==> config.mk <==
export PLATFORM = sky130hd
export DESIGN_NAME = dmem_arbiter
export DESIGN_NICKNAME = d
export VERILOG_FILES = /design/src/rtl/dmem_arbiter.sv
export SDC_FILE = /design/constraint.sdc
export NUM_CORES = 1
export LEC_CHECK = 0
export BUFFER_PORTS_ARGS = -buffer_cell sky130_fd_sc_hd__buf_2
export CELL_PAD_IN_SITES_DETAIL_PLACEMENT = 1
export CELL_PAD_IN_SITES_GLOBAL_PLACEMENT = 1
export CORE_MARGIN = 8
export CORE_UTILIZATION = 36
export CTS_CLUSTER_DIAMETER = 30
export DETAILED_ROUTE_END_ITERATION = 10
export MAX_ROUTING_LAYER = met4
export PLACE_DENSITY = 0.82
export SYNTH_ARGS = -nofsm -noshare
export SYNTH_HDL_FRONTEND = slang
export SYNTH_SLANG_ARGS = --single-unit
==> constraint.sdc <==
create_clock -name clk -period 3.2 [get_ports clk]
set_input_delay 0.64 -clock clk [delete_from_list [all_inputs] [get_ports clk]]
set_output_delay 0.64 -clock clk [all_outputs]
set_load 0.1 [all_outputs]
==> src/rtl/dmem_arbiter.sv <==
// dmem_arbiter: shares one data-memory port between the CPU load/store unit
// and the CNN burst engine. The CPU wins whenever the port is idle. A CNN burst
// is expanded into consecutive word addresses, and the CPU can steal one slot
// after MAX_HOLD consecutive beats have made it wait.
module dmem_arbiter #(
  parameter int DM_ADDRESS = 9,
  parameter int DATA_W     = 32,
  parameter int BURST_W    = 4,
  parameter int MAX_HOLD   = 4
) (
  input  logic                  clk,
  input  logic                  rst_n,
  // CPU load/store port
  input  logic                  cpu_req,
  input  logic                  cpu_we,
  input  logic [2:0]            cpu_funct3,
  input  logic [DM_ADDRESS-1:0] cpu_addr,
  input  logic [DATA_W-1:0]     cpu_wdata,
  output logic                  cpu_gnt,
  output logic [DATA_W-1:0]     cpu_rdata,
  output logic                  cpu_rvalid,
  // CNN burst port
  input  logic                  cnn_req,
  input  logic                  cnn_we,
  input  logic [DM_ADDRESS-1:0] cnn_base,
  input  logic [BURST_W-1:0]    cnn_len,
  output logic                  cnn_ack,
  input  logic [DATA_W-1:0]     cnn_wdata,
  output logic                  cnn_wready,
  output logic [DATA_W-1:0]     cnn_rdata,
  output logic                  cnn_rvalid,
  output logic                  cnn_done,
  // Data memory side
  output logic                  mem_read,
  output logic                  mem_write,
  output logic [DM_ADDRESS-1:0] mem_addr,
  output logic [DATA_W-1:0]     mem_wd,
  output logic [2:0]            mem_funct3,
  input  logic [DATA_W-1:0]     mem_rd
);

  localparam int HOLD_W = (MAX_HOLD < 1) ? 1 : $clog2(MAX_HOLD + 1);
  localparam logic [HOLD_W-1:0]  HOLD_LIMIT = HOLD_W'(MAX_HOLD);
  localparam logic [HOLD_W-1:0]  HOLD_ONE   = HOLD_W'(1);
  localparam logic [BURST_W:0]   IDX_ONE    = (BURST_W+1)'(1);
  localparam logic [2:0]         F3_WORD    = 3'b010;

  localparam logic [0:0] IDLE  = 1'b0;
  localparam logic [0:0] BURST = 1'b1;

  logic [0:0]            state;
  logic [DM_ADDRESS-1:0] base_q;
  logic [BURST_W-1:0]    len_q;
  logic                  we_q;
  logic [BURST_W:0]      idx_q;
  logic [HOLD_W-1:0]     hold_q;

  logic                  cpu_grant;
  logic                  cnn_accept;
  logic                  cnn_beat;
  logic                  last_beat;
  logic [DM_ADDRESS-1:0] beat_addr;

  // Address arithmetic is modulo the memory size, so bursts wrap past the top.
  assign beat_addr = base_q + DM_ADDRESS'(idx_q);
  assign last_beat = cnn_beat && (idx_q == {1'b0, len_q});

  // Decide who owns the memory port this cycle; nothing is granted in reset.
  always_comb begin
    cpu_grant  = 1'b0;
    cnn_accept = 1'b0;
    cnn_beat   = 1'b0;
    if (rst_n) begin
      if (state == IDLE) begin
        if (cpu_req) begin
          cpu_grant = 1'b1;
        end else if (cnn_req) begin
          cnn_accept = 1'b1;
        end
      end else if (cpu_req && (hold_q == HOLD_LIMIT)) begin
        cpu_grant = 1'b1;
      end else begin
        cnn_beat = 1'b1;
      end
    end
  end

  // Drive the memory from whichever requester holds the port, zeros otherwise.
  always_comb begin
    mem_read   = 1'b0;
    mem_write  = 1'b0;
    mem_addr   = '0;
    mem_wd     = '0;
    mem_funct3 = '0;
    if (cpu_grant) begin
      mem_read   = !cpu_we;
      mem_write  = cpu_we;
      mem_addr   = cpu_addr;
      mem_wd     = cpu_wdata;
      mem_funct3 = cpu_funct3;
    end else if (cnn_beat) begin
      mem_addr   = beat_addr;
      mem_funct3 = F3_WORD;
      if (we_q) begin
        mem_write = 1'b1;
        mem_wd    = cnn_wdata;
      end else begin
        mem_read  = 1'b1;
      end
    end
  end

  assign cpu_gnt    = cpu_grant;
  assign cnn_ack    = cnn_accept;
  assign cnn_wready = cnn_beat && we_q;

  // Burst sequencer: latch the burst on ack, step beats, count CPU wait beats.
  always_ff @(posedge clk or negedge rst_n) begin
    if (!rst_n) begin
      state  <= IDLE;
      base_q <= '0;
      len_q  <= '0;
      we_q   <= 1'b0;
      idx_q  <= '0;
      hold_q <= '0;
    end else if (cnn_accept) begin
      state  <= BURST;
      base_q <= cnn_base;
      len_q  <= cnn_len;
      we_q   <= cnn_we;
      idx_q  <= '0;
      hold_q <= '0;
    end else if (state == BURST) begin
      if (cnn_beat) begin
        idx_q  <= idx_q + IDX_ONE;
        hold_q <= cpu_req ? hold_q + HOLD_ONE : '0;
        if (last_beat) begin
          state <= IDLE;
        end
      end else begin
        // CPU took this slot; its wait is over.
        hold_q <= '0;
      end
    end
  end

  // Register read data and completion flags for both requesters.
  always_ff @(posedge clk or negedge rst_n) begin
    if (!rst_n) begin
      cpu_rdata  <= '0;
      cpu_rvalid <= 1'b0;
      cnn_rdata  <= '0;
      cnn_rvalid <= 1'b0;
      cnn_done   <= 1'b0;
    end else begin
      cpu_rvalid <= cpu_grant && !cpu_we;
      if (cpu_grant && !cpu_we) begin
        cpu_rdata <= mem_rd;
      end
      cnn_rvalid <= cnn_beat && !we_q;
      if (cnn_beat && !we_q) begin
        cnn_rdata <= mem_rd;
      end
      cnn_done <= last_beat;
    end
  end

endmodule

## After elaboration in Yosys (flattened, before gate mapping)

Cells that the tools add are included.

- Logic and storage cells: 61
- Bits in registers: 90
- Bits of input ports: 127
- Output and inout bits: 116

- Eq/ne operators: 2
- Add/subtract/negate cells: 3
- Reductions and logical operators: 10
- Multiplexer cells: 35

Operators with widths:

| cell | number |
|---|---|
| $mux 32 | 3 |
| $mux 1 | 21 |
| $mux 9 | 2 |
| $mux 3 | 5 |
| $mux 5 | 3 |
| $add 9x5->9 | 1 |
| $add 5x1->5 const B | 1 |
| $eq 5x4->1 | 1 |
| $logic_and 1x1->1 | 5 |
| $reduce_bool 2->1 | 2 |
| $add 3x1->3 const B | 1 |
| $eq 3x3->1 const B | 1 |
| $logic_not 1->1 | 2 |
| $mux 2 | 1 |
| $reduce_and 2->1 | 1 |

## Logic depth before layout (Yosys ltp)

Gate-level depths: netlist (run 1).

- Depth after elaboration: 10
- Mapped depth: 9
- Mapped depth without buffers: 6

## Worst setup path after synthesis (run 1)

No wires, ideal clock.

- Path type: input to output
- Start point: input port cpu_req
- End point: output port mem_addr[7]
- Buffers on the path: 2
- Path slack: -191 ps
- Data arrival time: 2,751 ps
- Data required time: 2,560 ps
- Stages on the path: 6
- Path through: and3_1 -> buf_6 -> nor2_2 -> buf_4 -> nand3b_1 -> o211ai_1

- Word-level cells in the longest chain between the ends: 6
- Elaborated cells on any way between the ends: 10
- Classes of those cells: 9 x mux; 1 x reduce/logical

RTL lines:

| what | line | RTL |
|---|---|---|
| from (decl) | 14 | `input logic cpu_req,` |
| $logic_and 1x1->1 | 80 | `end else if (cpu_req && (hold_q == HOLD_LIMIT)) begin` |
| $mux 1 | 80 |  |
| $mux 1 | 74 | `if (state == IDLE) begin` |
| $mux 1 | 73 | `if (rst_n) begin` |
| $mux 9 | 101 | `end else if (cnn_beat) begin` |
| $mux 9 (*) | 95 | `if (cpu_grant) begin` |
| to (decl) | 36 | `output logic [DM_ADDRESS-1:0] mem_addr,` |

Every way passes the cells marked *; elsewhere a longest branch is shown, timed or not.

## Worst setup path after layout (run 1)

- Start point: register idx_q[0]
- End point: output port mem_addr[4]

- Word-level cells in the longest chain between the ends: 3

RTL lines:

| what | line | RTL |
|---|---|---|
| from (decl) | 55 | `logic [BURST_W:0] idx_q;` |
| from (signal assigned) | 135 | `idx_q <= idx_q + IDX_ONE;` |
| $add 9x5->9 | 65 | `assign beat_addr = base_q + DM_ADDRESS'(idx_q);` |
| $mux 9 | 101 |  |
| $mux 9 | 95 |  |

Every way passes these cells.

==> results of run 1 <==
[what timing repair did]
item | 4_1_cts | 5_1_grt
pin swaps | 0 | 1
setup buffers | 0 | 3
endpoints found under the setup margin | 12 | 35
gates resized for setup | 2 | 3
[cell usage in the layout, fill, tap and decap left out, types with 6 or more instances in the layout]
cell type    n
dfrtp_1     89
buf_2      196
nand2_1     11
buf_12      46
xnor2_1      7
a22o_1      37
clkbuf_16    9
nand3_1      9
inv_1        6
ha_1         8
mux2_2      75
nor2_1       7
buf_4       12
[synth_stat cells, types with 3 or more instances]
cell type and n:
dfrtp_1 90, mux2_2 75, a22o_1 37, nand2_1 11, nand3_1 9, buf_6 8, ha_1 8, nor2_1 7
xnor2_1 7, inv_1 6, a21oi_1 5, buf_2 5, buf_4 5, o21ai_0 5, a21o_1 3, a31oi_1 3
and2_1 3, xor2_1 3
[sequential cells by signal (all words and copies together), names as in the netlist]
register	flops
idx_q	5
cpu_rvalid	1
cpu_rdata	32
state	1
cnn_done	1
len_q	4
hold_q	3
cnn_rvalid	1
cnn_rdata	32
base_q	9
we_q	1
[critical path: stages (launching register included)]
cell and delay [ns]:
dfrtp_2 0.46, ha_1 0.23, fa_2 0.38, a21o_1 0.18, a211oi_1 0.33, a21oi_1 0.10
a22o_1 0.25, buf_12 0.17
[path summary, 6_finish.rpt]
kind	start	to
min	rst_n	cnn_rdata[10]
max	idx_q[0]	mem_addr[4]
min reg2reg	cpu_rdata[5]	cpu_rdata[5]
max in group asynchronous	rst_n	idx_q[0]
min in group clk	cpu_rdata[5]	cpu_rdata[5]
max reg2reg	hold_q[0]	cpu_rdata[13]
[layer usage]
metal	part of all wire	up-vias	GRT usage
li1	-	1681	-
met1	0.38	1828	0.224
met2	0.53	175	0.388
met3	0.079	11	0.0705
met4	0.012	0	0.0552
met5	0	-	-
[stage by stage]
step           setup WS, ns  cell area, um2  hold WS [ns]  utilization  setup TNS, ns
5_1_grt            -0.00861            6690         0.140        0.567       -0.00861
4_1_cts              0.0110            6660         0.140        0.564              0
2_1_floorplan        -0.156            4300         0.344            -         -0.156
3_3_place_gp          0.297            6310         0.467        0.534              0
6_report              0.119            6690         0.148        0.567              0
3_5_place_dp          0.248            6310         0.485        0.534              0
[cell families (layout without fill, tap and decap cells)]
family	Yosys count	after routing	share of synthesized area
flip-flops	90	90	0.525
multiplexers	77	77	0.202
AO/OA/AOI/OAI	64	64	0.118
AND/OR/NAND/NOR	47	47	0.0630
buffers and inverters	27	277	0.0435
XOR/XNOR	10	10	0.0204
adder cells (fa/ha/maj)	9	9	0.0280
[final cells by class]
cell class | instances | area (um2)
repair buffers | 255 | 2000
flip-flops and latches | 90 | 2250
multi-input cells | 207 | 1890
inverters | 6 | 22.5
clock buffers | 9 | 225
clock inverters | 7 | 116
fillers | 1255 | 5120
well taps | 147 | 184
==> results.sh, run 1 <==
export IMPL_status="complete, no violations"
export IMPL_path_max_fanout=5
export IMPL_grt_usage=0.216
export IMPL_cts_max_level=3
export IMPL_viasPerCell=5.12
export IMPL_final_setup_viol_count=0
export IMPL_core_area_mm2=0.0118
export IMPL_clk_latency_ns=0.33
export IMPL_cts_root_buf="clkbuf_16"
export IMPL_regToRegSetupSlack_ns=0.86
export IMPL_grt_max_degree=81
export IMPL_seq_area_frac_synth=0.525
export IMPL_gp_congestion=0.861
export IMPL_port_buffer_count=242
export IMPL_antenna_found_initial=0
export IMPL_nets=705
export IMPL_grt_pass1_wl_um=25600
export IMPL_drive_above_1_share=0.620
export IMPL_async_flop_share=1.00
export IMPL_yosysWarnings=0
export IMPL_diodes=0
export IMPL_worstMarginPinSlew_ns=1.00
export IMPL_grt_pass1_vias=4275
export IMPL_finalHoldViolations=0
export IMPL_hold_class="input port to asynchronous set/reset pin"
export IMPL_area_growth_pct=56.0
export IMPL_synthCells=324
export IMPL_clockBufferDepth=2
export IMPL_path_class="flip-flop to primary output"
export IMPL_instances_no_fill=721
export IMPL_arrival_ns=2.44
export IMPL_grt_overflow_total=0
export IMPL_crit_required_ns=2.56
export IMPL_die_h_um=125
export IMPL_synth_seq_cells=90
export IMPL_hpwl_um=13500
export IMPL_synth_fp_nets=460
export IMPL_synth_top_area_frac=0.525
export IMPL_worstRegToRegCells=7
export IMPL_drc_errors=0
export IMPL_fin_crit_sh=0.963
export IMPL_worst_setup_path_start_kind="flip-flop"
export IMPL_final_max_slew_viol_count=0
export IMPL_cts_made_buffers=9
export IMPL_synth_area_leader_cell="dfrtp_1"
export IMPL_yosys_cell_types_count=44
export IMPL_cts_hold_buf=0
export IMPL_end_kind="primary output"
export IMPL_drtIter0Drc=193
export IMPL_yosys_top_cells_area="dfrtp_1 (52%), mux2_2 (20%), a22o_1 (7.6%)"
export IMPL_initial_core_util=0.363
export IMPL_wirelength_um=16600
export IMPL_antenna_left=0
export IMPL_fmaxAchievable_mhz=325
export IMPL_cts_sinks=90
export IMPL_maxCapViolCount=0
export IMPL_io_pins=243
export IMPL_syn_area_mm2=0.00429
export IMPL_dieArea_mm2=0.0157
export IMPL_row_count=40
export IMPL_postSynthAreaPerCell_um2=13.2
export IMPL_ys_flop_type="dfrtp_1"
export IMPL_slew_headroom=0.330
export IMPL_placed_cells=702
export IMPL_synth_edf_count=0
export IMPL_dr_pass1_iters=4
export IMPL_post_drt_wl_per_cell_um=23.1
export IMPL_cts_tree="yes"
export IMPL_die_x_um=125
export IMPL_period_minus_slack_ns=3.08
export IMPL_clk_pin_slew_ns=0.07
export IMPL_finClkSkew_ns=0.00617
export IMPL_vias=3695
Power of run 1 is not shown: default switching activity piles up to over one toggle a cycle in this logic, so the estimate is an artifact.
==> inputs of run 2 (changes only) <==
ABC_CLOCK_PERIOD_IN_PS = 3200   (was unset)
SETUP_SLACK_MARGIN = 0.2   (was unset)
==> run 2 against run 1 <==
Net effect:
- global-route usage shrank 2.5 points
- setup slack gained 0.15 ns
- maximum frequency grew 5.2%
- critical path depth is the same
- non-clock buffer count grew 1
- routed wire length shrank 9.6%
- highest routed layer unchanged
==> results.sh, run 2 (synthesis results as in run 1) <==
export IMPL_io_pins=243
export IMPL_cts_max_level=3
export IMPL_grt_max_degree=67
export IMPL_finalHoldViolations=0
export IMPL_timing_hold_ws_ns=0.149
export IMPL_rsz0062_at_grt="yes"
export IMPL_worstMarginPinSlew_ns=0.808
export IMPL_row_count=40
export IMPL_fin_area_mm2=0.00672
export IMPL_die_h_um=125
export IMPL_cts_root_buf="clkbuf_16"
export IMPL_area_growth_pct=56.7
export IMPL_hold_class="input port to asynchronous set/reset pin"
export IMPL_antenna_found_initial=0
export IMPL_setup_tns_ns=0
export IMPL_end_kind="primary output"
export IMPL_path_max_fanout=4
export IMPL_arrival_ns=2.29
export IMPL_drive_above_1_share=0.633
export IMPL_drtIter0Drc=126
export IMPL_grt_pass1_wl_um=23100
export IMPL_gp_congestion=0.786
export IMPL_multi_input_area_mm2=0.00191
export IMPL_crit_required_ns=2.56
export IMPL_diodes=0
export IMPL_seqCellArea_mm2=0.00225
export IMPL_path_class="flip-flop to primary output"
export IMPL_initial_core_util=0.363
export IMPL_finClkSkew_ns=0.00690
export IMPL_r2r_start="hold_q[0]"
export IMPL_antenna_left=0
export IMPL_reg_top3="cnn_rdata x32, cpu_rdata x32, base_q x9"
export IMPL_fin_crit_sh=0.916
export IMPL_utilization=0.569
export IMPL_grt_pass1_vias=4122
export IMPL_core_area_mm2=0.0118
export IMPL_fmaxAchievable_mhz=341
export IMPL_final_common_cell="buf_2"
export IMPL_final_setup_viol_count=0
export IMPL_hpwl_um=12000
export IMPL_status="complete, no violations"
export IMPL_final_cell_mix="buf_2 (195), dfrtp_1 (88), mux2_2 (75)"
export IMPL_drc_errors=0
export IMPL_slew_headroom=0.462
export IMPL_wirelength_um=15000
export IMPL_dr_pass1_iters=4
export IMPL_vias=3655
export IMPL_grt_overflow_total=0
export IMPL_placed_area_mm2=0.00634
export IMPL_fillers=1266
export IMPL_port_buffer_count=242
export IMPL_clk_pin_slew_ns=0.07
export IMPL_cts_sinks=90
export IMPL_viasPerCell=5.06
export IMPL_dieArea_mm2=0.0157
export IMPL_timing_critical_path_from="idx_q[0]"
export IMPL_clk_latency_ns=0.34
export IMPL_cts_tree="yes"
export IMPL_final_max_slew_viol_count=0
export IMPL_grt_usage=0.191
export IMPL_worst_setup_path_start_kind="flip-flop"
export IMPL_period_minus_slack_ns=2.93
export IMPL_post_drt_wl_per_cell_um=20.8
export IMPL_die_x_um=125
export IMPL_cts_hold_buf=0
export IMPL_cts_made_buffers=9
export IMPL_nets=706
export IMPL_clockBufferDepth=2
export IMPL_maxCapViolCount=0
-- run 2: layout make-up --
class / instances / share of cell area
clock inverters: 6 / 0.00968
well taps: 147 / 0.0274
multi-input cells: 207 / 0.284
flip-flops and latches: 90 / 0.335
inverters: 6 / 0.00335
repair buffers: 256 / 0.304
clock buffers: 10 / 0.0355
-- run 2: worst max-delay path: stages (launching register included) --
cell and delay (ns):
dfrtp_2 0.43, ha_2 0.20, fa_2 0.37, a211o_1 0.36, a21oi_4 0.18, or4b_1 0.14
nand3_2 0.09, buf_12 0.18
-- run 2: stage by stage --
stage	worst slack, ns	std cells
after detailed placement	0.286	701
after CTS	0.216	722
after floorplan	-0.156	324
after global routing	0.176	722
after global placement	0.380	701
final	0.270	722
-- run 2: repair_timing --
item	CTS	global route
cloned	0	0
pin swaps	2	2
resized for setup	4	4
setup endpoints to repair	36	3
setup buffers	5	0
-- run 2: final timing paths --
path	endpoint	slack, ns	cells past startpoint
worst min register to register	cnn_rdata[20]	0.50	1
worst max register to register	cpu_rdata[24]	0.93	8
worst max-delay path	mem_addr[6]	0.27	7
min in group clk	cnn_rdata[20]	0.50	1
max in group asynchronous	cnn_rdata[23]	1.75	3
worst min-delay path	we_q	0.15	1
-- run 2: layer usage --
metal | part of all wire | global-route usage | wire length (um) | up-vias
met5 | 0 | - | 0 | -
met4 | 0.0094 | 0.0451 | 142 | 0
met3 | 0.087 | 0.0722 | 1310 | 10
met2 | 0.50 | 0.329 | 7590 | 169
met1 | 0.40 | 0.204 | 5990 | 1793
li1 | - | - | - | 1683
Power of run 2 is left out for the same reason.
==> inputs of run 3 (changes only) <==
--- a/config.mk
+++ b/config.mk
@@ -11,2 +11,3 @@
 export CELL_PAD_IN_SITES_GLOBAL_PLACEMENT = 1
+export CORE_ASPECT_RATIO = 1.2
 export CORE_MARGIN = 8
--- a/constraint.sdc
+++ b/constraint.sdc
@@ -3,2 +3,2 @@
 set_output_delay 0.64 -clock clk [all_outputs]
-set_load 0.1 [all_outputs]
+set_load 0.005 [all_outputs]
==> run 3 against run 2 <==
Net effect:
- clock skew fell by 0.0022 ns
- register-to-register slack got worse by 0.21 ns
- core utilization fell by 5.6 points
- maximum frequency rose by 2.1%
- non-clock buffer count fell by 5
- count of clock-buffer cells in the layout rose by 2
- critical path depth rose by 1
- hold slack got worse by 0.016 ns
- die area barely moved
- setup slack improved by 0.060 ns
- cell area fell by 11%
- critical path type unchanged
- critical endpoint unchanged
==> results.sh, run 3 (synthesis results as in run 1) <==
export IMPL_status="complete, no violations"
export IMPL_antenna_found_initial=1
export IMPL_path_max_fanout=7
export IMPL_grt_pass1_vias=4209
export IMPL_fin_crit_sh=0.897
export IMPL_hold_class="input port to asynchronous set/reset pin"
export IMPL_viasPerCell=5.06
export IMPL_p_clk_frac=0.185
export IMPL_cts_made_buffers=9
export IMPL_period_minus_slack_ns=2.87
export IMPL_wl_met1_um=5940
export IMPL_p_int_uw=3480
export IMPL_cts_root_buf="clkbuf_16"
export IMPL_setup_tns_ns=0
export IMPL_final_setup_worst_slack_ns=0.330
export IMPL_slew_headroom=0.301
export IMPL_die_h_um=136
export IMPL_postCtsSetupBuffers=0
export IMPL_highest_layer="met4"
export IMPL_final_setup_viol_count=0
export IMPL_p_leak_uw=0.00303
export IMPL_maxCapViolCount=0
export IMPL_antenna_left=0
export IMPL_end_kind="primary output"
export IMPL_worst_setup_path_start_kind="flip-flop"
export IMPL_drc_errors=0
export IMPL_power_uw=5310
export IMPL_wirelength_um=15800
export IMPL_wl_met3_um=1660
export IMPL_nets=701
export IMPL_area_growth_pct=38.9
export IMPL_wl_met2_um=7770
export IMPL_instances_no_fill=728
export IMPL_placed_cells=711
export IMPL_cts_sinks=90
export IMPL_swShare=0.345
export IMPL_row_count=43
export IMPL_cts_tree="yes"
export IMPL_drtIter0Drc=193
export IMPL_hpwl_um=12700
export IMPL_die_x_um=116
export IMPL_cts_hold_buf=0
export IMPL_fmaxAchievable_mhz=348
export IMPL_power_density_mw_per_mm2=892
export IMPL_reg_top3="cnn_rdata x32, cpu_rdata x32, base_q x9"
export IMPL_grt_pass1_wl_um=23200
export IMPL_finClkSkew_ns=0.00475
export IMPL_grt_overflow_total=0
export IMPL_dr_pass1_iters=4
export IMPL_grt_max_degree=85
export IMPL_io_pins=243
export IMPL_initial_core_util=0.369
export IMPL_placed_area_mm2=0.00566
export IMPL_post_drt_wl_per_cell_um=21.7
export IMPL_crit_required_ns=2.56
export IMPL_grt_usage=0.199
export IMPL_sequentialPowerShare=0.388
export IMPL_port_buffer_count=242
export IMPL_vias=3685
export IMPL_gp_congestion=0.962
export IMPL_power_frac_comb=0.427
export IMPL_vdd_drop_max_uv=479
export IMPL_pre_cts_ws_ns=0.444
export IMPL_arrival_ns=2.23
export IMPL_clk_latency_ns=0.33
export IMPL_clockBufferDepth=2
export IMPL_final_common_cell="buf_2"
export IMPL_rsz0062_at_grt="yes"
export IMPL_final_cell_mix="buf_2 (241), dfrtp_1 (89), mux2_2 (75)"
export IMPL_fin_area_mm2=0.00596
export IMPL_drive_above_1_share=0.618
export IMPL_clk_pin_slew_ns=0.06
export IMPL_core_area_mm2=0.0116
export IMPL_finalHoldViolations=0
export IMPL_cts_max_level=3
export IMPL_power_switching_uw=1840
export IMPL_worstMarginPinSlew_ns=1.05
export IMPL_dieArea_mm2=0.0157
export IMPL_final_max_slew_viol_count=0
export IMPL_path_class="flip-flop to primary output"
run 3: cell types whose count changed in the layout (fill, tap and decap cells not counted), sizes merged:
cell,previous run,this run
inv,7,6
buf,256,251
diode,0,1
clkbuf,10,12
bufinv,1,0
run 3: repair_timing:
item	CTS	global route
endpoints found under the setup margin	2	7
pin swaps	0	1
resized for setup	1	4
hold endpoints to repair	0	0
run 3: metrics by stage:
step / util / hold WS [ns]
2_1_floorplan: - / 0.344
3_3_place_gp: 0.487 / 0.466
3_5_place_dp: 0.487 / 0.479
4_1_cts: 0.512 / 0.128
5_1_grt: 0.513 / 0.125
6_report: 0.513 / 0.133
run 3: critical path, stage by stage, from the launching register on:
cell     delay (ns)
dfrtp_1        0.38
inv_1          0.05
ha_1           0.21
and3_2         0.28
nor2_4         0.16
buf_4          0.17
or4b_1         0.44
nand3_1        0.09
buf_2          0.12
run 3: area by class of cell:
cell class	count	area (um2)
Fill cell	1306	5660
Antenna cell	1	2.50
Clock inverter	4	26.3
Tap cell	157	196
Inverter	6	22.5
Sequential cell	90	2250
Multi-Input combinational cell	207	1880
Timing Repair Buffer	251	1320
Clock buffer	12	256
run 3: worst paths after layout:
path	from	end	slack [ns]	depth (start not counted)
setup / recovery	hold_q[0]	mem_addr[6]	0.33	8
setup reg to reg	hold_q[1]	cpu_rdata[9]	0.72	7
max in group asynchronous	rst_n	idx_q[0]	1.79	2
min in group clk	cpu_rdata[3]	cpu_rdata[3]	0.50	1
hold / removal	rst_n	state	0.13	1
hold reg to reg	cpu_rdata[3]	cpu_rdata[3]	0.50	1
run 3: routing by layer:
metal,vias up,GRT usage
li1,1671,-
met1,1800,0.212
met2,192,0.328
met3,22,0.0740
met4,0,0.0765
met5,-,-
run 3: power by group through the flow:
stage               logic [uW]  registers [uW]  clock network, uW
floorplan                 1220            2040                  0
global placement          2210            2030                  0
detailed placement        2300            2080                  0
CTS                       2320            2070               1010
global route              2480            2140               1050
finish                    2270            2060                985
Note: power is estimated with default switching activity, not from simulation.
